==> config.mk <==
export PLATFORM = sky130hd
export DESIGN_NAME = fetch_stage_flat
export DESIGN_NICKNAME = d
export VERILOG_FILES = /design/src/rtl/fetch_stage_if.sv /design/src/rtl/fetch_stage.sv /design/src/flat_wrapper.sv
export SDC_FILE = /design/constraint.sdc
export NUM_CORES = 1
export LEC_CHECK = 0
export ABC_AREA = 0
export BUFFER_PORTS_ARGS = -buffer_cell sky130_fd_sc_hd__buf_2
export CAP_MARGIN = 15
export CORE_ASPECT_RATIO = 1.25
export CORE_MARGIN = 2
export CORE_UTILIZATION = 30
export DETAILED_ROUTE_END_ITERATION = 12
export SLEW_MARGIN = 25
export SYNTH_ARGS = -nofsm -noshare
export SYNTH_HDL_FRONTEND = slang
export SYNTH_SLANG_ARGS = --single-unit
==> constraint.sdc <==
create_clock -name clk -period 2.3 [get_ports clk]
set_clock_uncertainty 0.1 [all_clocks]
set_input_delay 0.23 -clock clk [delete_from_list [all_inputs] [get_ports clk]]
set_output_delay 0.23 -clock clk [all_outputs]
set_load 0.02 [all_outputs]
==> src/rtl/fetch_stage_if.sv <==
// Instruction-memory bus between the fetch stage and its instruction store.
// The fetch stage presents an address; the memory answers with a word and a ready flag.
interface fetch_stage_if;
  logic [31:0] imem_addr;
  logic        imem_ready;
  logic [31:0] imem_rdata;

  modport master (
    output imem_addr,
    input  imem_ready,
    input  imem_rdata
  );

  modport slave (
    input  imem_addr,
    output imem_ready,
    output imem_rdata
  );
endinterface

==> src/rtl/fetch_stage.sv <==
// Instruction fetch stage: PC register, next-PC selection and the IF/ID pipeline register.
// Decode outputs come straight from flops, so nothing reaches them combinationally.
module fetch_stage #(
  parameter logic [31:0] RESET_PC  = 32'h0000_0000,
  parameter logic [31:0] NOP_INSTR = 32'h0000_0013
) (
  input  logic               clk,
  input  logic               rst,
  input  logic               stall,
  input  logic               flush_d,
  input  logic               pc_src_e,
  input  logic [31:0]        pc_target_e,
  fetch_stage_if.master      imem,
  output logic [31:0]        pc_f,
  output logic [31:0]        instr_d,
  output logic [31:0]        pc_d,
  output logic [31:0]        pc_plus4_d,
  output logic               valid_d
);

  typedef struct packed {
    logic [31:0] instr;
    logic [31:0] pc;
    logic [31:0] pc4;
    logic        vld;
  } ifid_t;

  function automatic logic [31:0] word_align(input logic [31:0] addr);
    return addr & ~32'd3;
  endfunction

  function automatic logic [31:0] pc_inc4(input logic [31:0] pc);
    return pc + 32'd4;
  endfunction

  function automatic ifid_t bubble();
    ifid_t b;
    b.instr = NOP_INSTR;
    b.pc    = 32'd0;
    b.pc4   = 32'd0;
    b.vld   = 1'b0;
    return b;
  endfunction

  logic [31:0] pc_reg_q, pc_reg_d;
  ifid_t       ifid_q, ifid_d;
  logic [31:0] pc_seq;

  assign pc_seq = pc_inc4(pc_reg_q);

  // Next PC: a resolved redirect always wins, even over a stall, so it is never lost.
  always_comb begin
    pc_reg_d = pc_reg_q;
    if (pc_src_e) begin
      pc_reg_d = word_align(pc_target_e);
    end else if (stall || !imem.imem_ready) begin
      pc_reg_d = pc_reg_q;
    end else begin
      pc_reg_d = pc_seq;
    end
  end

  // Next IF/ID: the word behind a taken redirect is wrong-path and is squashed.
  always_comb begin
    ifid_d = ifid_q;
    if (flush_d || pc_src_e) begin
      ifid_d = bubble();
    end else if (stall) begin
      ifid_d = ifid_q;
    end else if (!imem.imem_ready) begin
      ifid_d = bubble();
    end else begin
      ifid_d.instr = imem.imem_rdata;
      ifid_d.pc    = pc_reg_q;
      ifid_d.pc4   = pc_seq;
      ifid_d.vld   = 1'b1;
    end
  end

  always_ff @(posedge clk) begin
    if (rst) begin
      pc_reg_q <= RESET_PC;
      ifid_q   <= bubble();
    end else begin
      pc_reg_q <= pc_reg_d;
      ifid_q   <= ifid_d;
    end
  end

  assign imem.imem_addr = pc_reg_q;
  assign pc_f           = pc_reg_q;
  assign instr_d        = ifid_q.instr;
  assign pc_d           = ifid_q.pc;
  assign pc_plus4_d     = ifid_q.pc4;
  assign valid_d        = ifid_q.vld;

endmodule
==> src/flat_wrapper.sv <==
// flat-port wrapper written by rule: the top's interface ports become plain ports
module fetch_stage_flat 
#(
  parameter logic [31:0] RESET_PC  = 32'h0000_0000,
  parameter logic [31:0] NOP_INSTR = 32'h0000_0013
)
  (clk, rst, stall, flush_d, pc_src_e, pc_target_e, pc_f, instr_d, pc_d, pc_plus4_d, valid_d, imem_imem_addr, imem_imem_ready, imem_imem_rdata);
  fetch_stage_if imem_i ();
  input  logic clk;
  input  logic rst;
  input  logic stall;
  input  logic flush_d;
  input  logic pc_src_e;
  input  logic [31:0] pc_target_e;
  output logic [31:0] pc_f;
  output logic [31:0] instr_d;
  output logic [31:0] pc_d;
  output logic [31:0] pc_plus4_d;
  output logic valid_d;
  output wire logic [$bits(imem_i.imem_addr)-1:0] imem_imem_addr;
  input wire logic [$bits(imem_i.imem_ready)-1:0] imem_imem_ready;
  input wire logic [$bits(imem_i.imem_rdata)-1:0] imem_imem_rdata;
  assign imem_imem_addr = imem_i.imem_addr;
  assign imem_i.imem_ready = imem_imem_ready;
  assign imem_i.imem_rdata = imem_imem_rdata;
  fetch_stage #(.RESET_PC(RESET_PC), .NOP_INSTR(NOP_INSTR)) u_core (.clk(clk), .rst(rst), .stall(stall), .flush_d(flush_d), .pc_src_e(pc_src_e), .pc_target_e(pc_target_e), .imem(imem_i), .pc_f(pc_f), .instr_d(instr_d), .pc_d(pc_d), .pc_plus4_d(pc_plus4_d), .valid_d(valid_d));
endmodule
[Word level (Yosys, flattened, before mapping)]
Cells that the tools add are included.
Storage, ports and cells
  bits in registers: 129
  bits of input ports: 70
  output and inout bits: 161
Operators by class
  $add $sub $neg: 1
  equal/unequal tests: 1
  muxes and demuxes: 3
  reduce and logical (&&, ||, !) cells: 5
Operator list (number)
  two-way mux 97 bit: 1
  two-way mux 32 bit: 2
  adder 32 x 3 -> 32 bit, second input constant: 1
  OR reduction 2 bit: 2
  logical OR 1 bit: 2
  inequality test 2 bit, second input constant: 1
  zero test 1 bit: 1

[Depth between registers and ports, before layout]
  word-level depth: 4
  gate-level depth with buffers: 7
  gate-level depth less buffers: 5

[Worst setup path before layout]
Ideal clock, no wire load.
  kind: register to register
  start point: register u_core.pc_reg_q[2], in the netlist u_core.imem.imem_addr[2]
  end point: register u_core.pc_reg_q[28], in the netlist u_core.imem.imem_addr[28]
  setup time: 0.112 ns
  data arrival time: 2.267 ns
  slack: -0.179 ns
  stages on the path, launching flop included: 7
  path buffers: 1
  cells stage by stage: dfxtp_1 > ha_1 > nand3_2 > or4_1 > buf_2 > or3_1 > a2111oi_1
On the way
  cells in the longest elaborated chain, start to end: 3
RTL lines
  from (decl): line fetch_stage.sv:45  | logic [31:0] pc_reg_q, pc_reg_d;
  from (signal assigned): line fetch_stage.sv:85  | pc_reg_q <= pc_reg_d;
  adder 32 x 3 -> 32 bit: line fetch_stage.sv:33  | return pc + 32'd4;
  two-way mux 32 bit: line fetch_stage.sv:56  | end else if (stall || !imem.imem_ready) begin
  two-way mux 32 bit: line fetch_stage.sv:54  | if (pc_src_e) begin
Every way passes these cells. The select of a mux whose other input is x is not followed.
A chain may end at the register's enable or synchronous reset.

[Final worst setup path]
  start point: register u_core.pc_reg_q[15], in the netlist u_core.imem.imem_addr[15]
  end point: register u_core.pc_reg_q[19], in the netlist u_core.imem.imem_addr[19]
The elaborated chain is that of the path after synthesis.

==> reports/results.tsv <==
stage	metric	value	unit
run_status	run_status	complete, no violations	
route	routed-wl-met3	1.37	mm
floorplanning	ios	231	
place	gp_congestion	0.853	
synth	synth.area.top_cells	dfxtp_1 42%, a22oi_1 8.0%, nor2_1 6.1%	
cts	post_cts_buffers	0	
synth	syn_area	0.00582	mm2
route	dr.pass1.iters	5	
synth	ys_dominant_reg_cell	dfxtp_1	
cts	cts_tree	yes	
synth	yosysTopAreaCell	dfxtp_1	
grt	grtUsageTotal	19.3	%
synth	synthArstFlopShare	0	%
critical_path	cp-end-kind	flip-flop	
cts	cts_buffers	17	
critical_path	cp_slowest_stage_delay	0.51	ns
cts	cts_htree_levels	4	
critical_path	arrival	2.42	ns
place	dp.final_hpwl	13.9	mm
pwr	p_switching	1.52	mW
critical_path	crit_slowest_cell	or4_1	
cts	cts_sinks	123	
pwr	p_sw_share	27.5	%
critical_path	crit_path_start_kind	flip-flop	
route	top_layer	met4	
synth	ys_seq_area_share	42.3	%
synth	synth.most_common_cell	dfxtp_1	
critical_path	crit_buf_inv	1	
synth	synth-edff-count	0	
pwr	p_clk_share	46.7	%
grt	grt_pass1_wl	31.2	mm
timing	timing.setup.tns	0	ns
critical_path	cpMostUsedCell	or4_1	
route	drt-met1-wl	8.48	mm
route	drc	0	
grt	grt_start_max_net_pins	69	
pwr	p_leak	3.44	nW
grt	grt_pass1_vias	5540	
critical_path	path_cells	nand4_2, or4_1, buf_4, or4_1, a311oi_1	
cts	clk_latency	0.42	ns
timing	period_minus_slack	2.21	ns
synth	syn_inst	669	
finish	area_delta_synth_final	38.1	%
pwr	power_frac_comb	12.8	%
synth	synth.avg_cell_area	8.70	um2
route	via_per_inst	5.09	
pwr	powerDensity	688	mW/mm2
place	port-buffer-count	220	
grt	antenna_found_initial	1	
route	drt_wl_total	19.9	mm
synth	ys_types	57	
timing	grt_setup_unrepaired	no	
synth	ys_ff_latch	123	
timing	worstMarginPinSlew	0.742	ns
finish	final_core_util	42.5	%
timing	hold_violations	0	
floorplanning	die_h	160	um
timing	max_slew_margin	50.5	%
cts	clockBufferDepth	2	
pwr	internal_power	4.01	mW
route	wl_per_cell	17.2	um
run	cap_violations	0	
floorplanning	initial_utilization	30.8	%
hold_path	hp-class	input port to flip-flop	
route	wl_met2	9.74	mm
critical_path	cp_max_fo	16	
synth	synth-warning-count	0	
timing	finalMaxSlewViolations	0	
synth	ys_top_cells_by_count	123 x dfxtp_1, 94 x nor2_1, 62 x a22oi_1	
route	num_vias	5900	
finish	drive_above_1_share	35.8	%
critical_path	crit_type	flip-flop to flip-flop	
finish	nets	985	
finish	fin_area	0.00804	mm2
cts	root_buffer	clkbuf_16	
timing	finalSetupViolCount	0	
critical_path	path_delay_family	simple AND/OR/NAND/NOR gates	
timing	max_clock_freq	453	MHz
timing	fin_crit_sh	95.9	%
synth	synth_top_area_share	42.3	%
grt	grt_overflow	0	
route	drtIter0Drc	383	
pwr	pwr-share-seq	40.5	%
cts	clk_pin_slew	0.06	ns
floorplanning	die_x	129	um
place	placed_cell_area	0.00699	mm2
critical_path	crit_required	2.51	ns
floorplanning	core	0.0189	mm2
floorplanning	die-area	0.0205	mm2
route	ant_nets	0	
pwr	vdd.ir_drop.worst	486	uV
floorplanning	std_cell_rows	56	
## metal layers
metal	GRT usage [%]	vias up
li1	-	2878
met1	23.8	2810
met2	32.3	191
met5	0	-
met3	5.73	21
met4	6.27	0
## through the flow
stage	power (mW)	cells	hold slack [ns]	setup WS, ns
6_report	5.53	1160	0.0123	0.0943
3_5_place_dp	2.93	1082	0.336	0.110
5_1_grt	5.77	1159	0.00395	0.00530
2_1_floorplan	2.73	676	0.264	-0.00359
4_1_cts	5.58	1159	0.00381	0.0826
3_3_place_gp	2.93	1082	0.333	0.120
## logic make-up after synthesis
| family | Yosys count | share of synthesized area, % |
|---|---|---|
| DFF | 123 | 42.3 |
| and+or+nand+nor | 264 | 23.1 |
| other | 1 | 0.0644 |
| adders and majority gates | 1 | 0.215 |
| AOI/OAI and AO/OA | 150 | 18.9 |
| buffers and inverters | 112 | 12.7 |
| xor gates and xnor gates | 18 | 2.71 |
## final timing paths
| path | depth (start not counted) | to | start | slack (ns) |
|---|---|---|---|---|
| max reg2reg | 5 | u_core.imem.imem_addr[19] | u_core.imem.imem_addr[15] | 0.09 |
| max | 5 | u_core.imem.imem_addr[19] | u_core.imem.imem_addr[15] | 0.09 |
| min reg2reg | 2 | u_core.pc_plus4_d[25] | u_core.pc_plus4_d[25] | 0.35 |
| min | 3 | u_core.imem.imem_addr[7] | pc_target_e[7] | 0.01 |
## power by group through the flow
stage / clock network [mW] / logic (mW) / registers, mW
6_report: 2.58 / 0.709 / 2.24
4_1_cts: 2.64 / 0.708 / 2.24
3_3_place_gp: 0 / 0.644 / 2.28
5_1_grt: 2.76 / 0.769 / 2.24
2_1_floorplan: 0 / 0.388 / 2.34
3_5_place_dp: 0 / 0.647 / 2.28
## cell type report
type                            instances  area, um2
Timing Repair Buffer                  324       2000
Inverter                                7       26.3
Multi-Input combinational cell        441       2680
Sequential cell                       123       2470
Antenna cell                            1       2.50
Tap cell                              232        290
Clock inverter                         13        118
Fill cell                            1912      10900
Clock buffer                           19        453
## layout by cell type (no fill, tap or decap), drive strengths merged, types with 6 or more instances in the layout
cell / count
a211oi: 8
a21oi: 8
a22oi: 62
a311oi: 16
and3: 7
buf: 279
clkbuf: 19
clkinvlp: 6
conb: 8
dfxtp: 123
dlygate4sd3: 45
inv: 9
nand2: 52
nand3: 23
nand4: 16
nor2: 94
nor3: 8
nor4: 8
o211ai: 15
o21ai: 15
o31ai: 11
or3: 13
or4: 27
xnor2: 10
xor2: 8
## flip-flops by register name, summed over array words and instances (netlist names)
| signal | cells |
|---|---|
| u_core.pc_plus4_d | 30 |
| u_core.imem.imem_addr | 30 |
| u_core.valid_d | 1 |
| u_core.instr_d | 32 |
| u_core.pc_d | 30 |
## repair_timing
action	4_1_cts	5_1_grt
hold buffers	45	0
gates resized for setup	0	5
hold endpoints to repair	45	0
setup endpoints to repair	0	2
## tightest hold or removal path: stages
cell,delay (ns)
buf_2,0.10
nor2_1,0.10
a211oi_1,0.06
(Power assumes the default switching activity.)
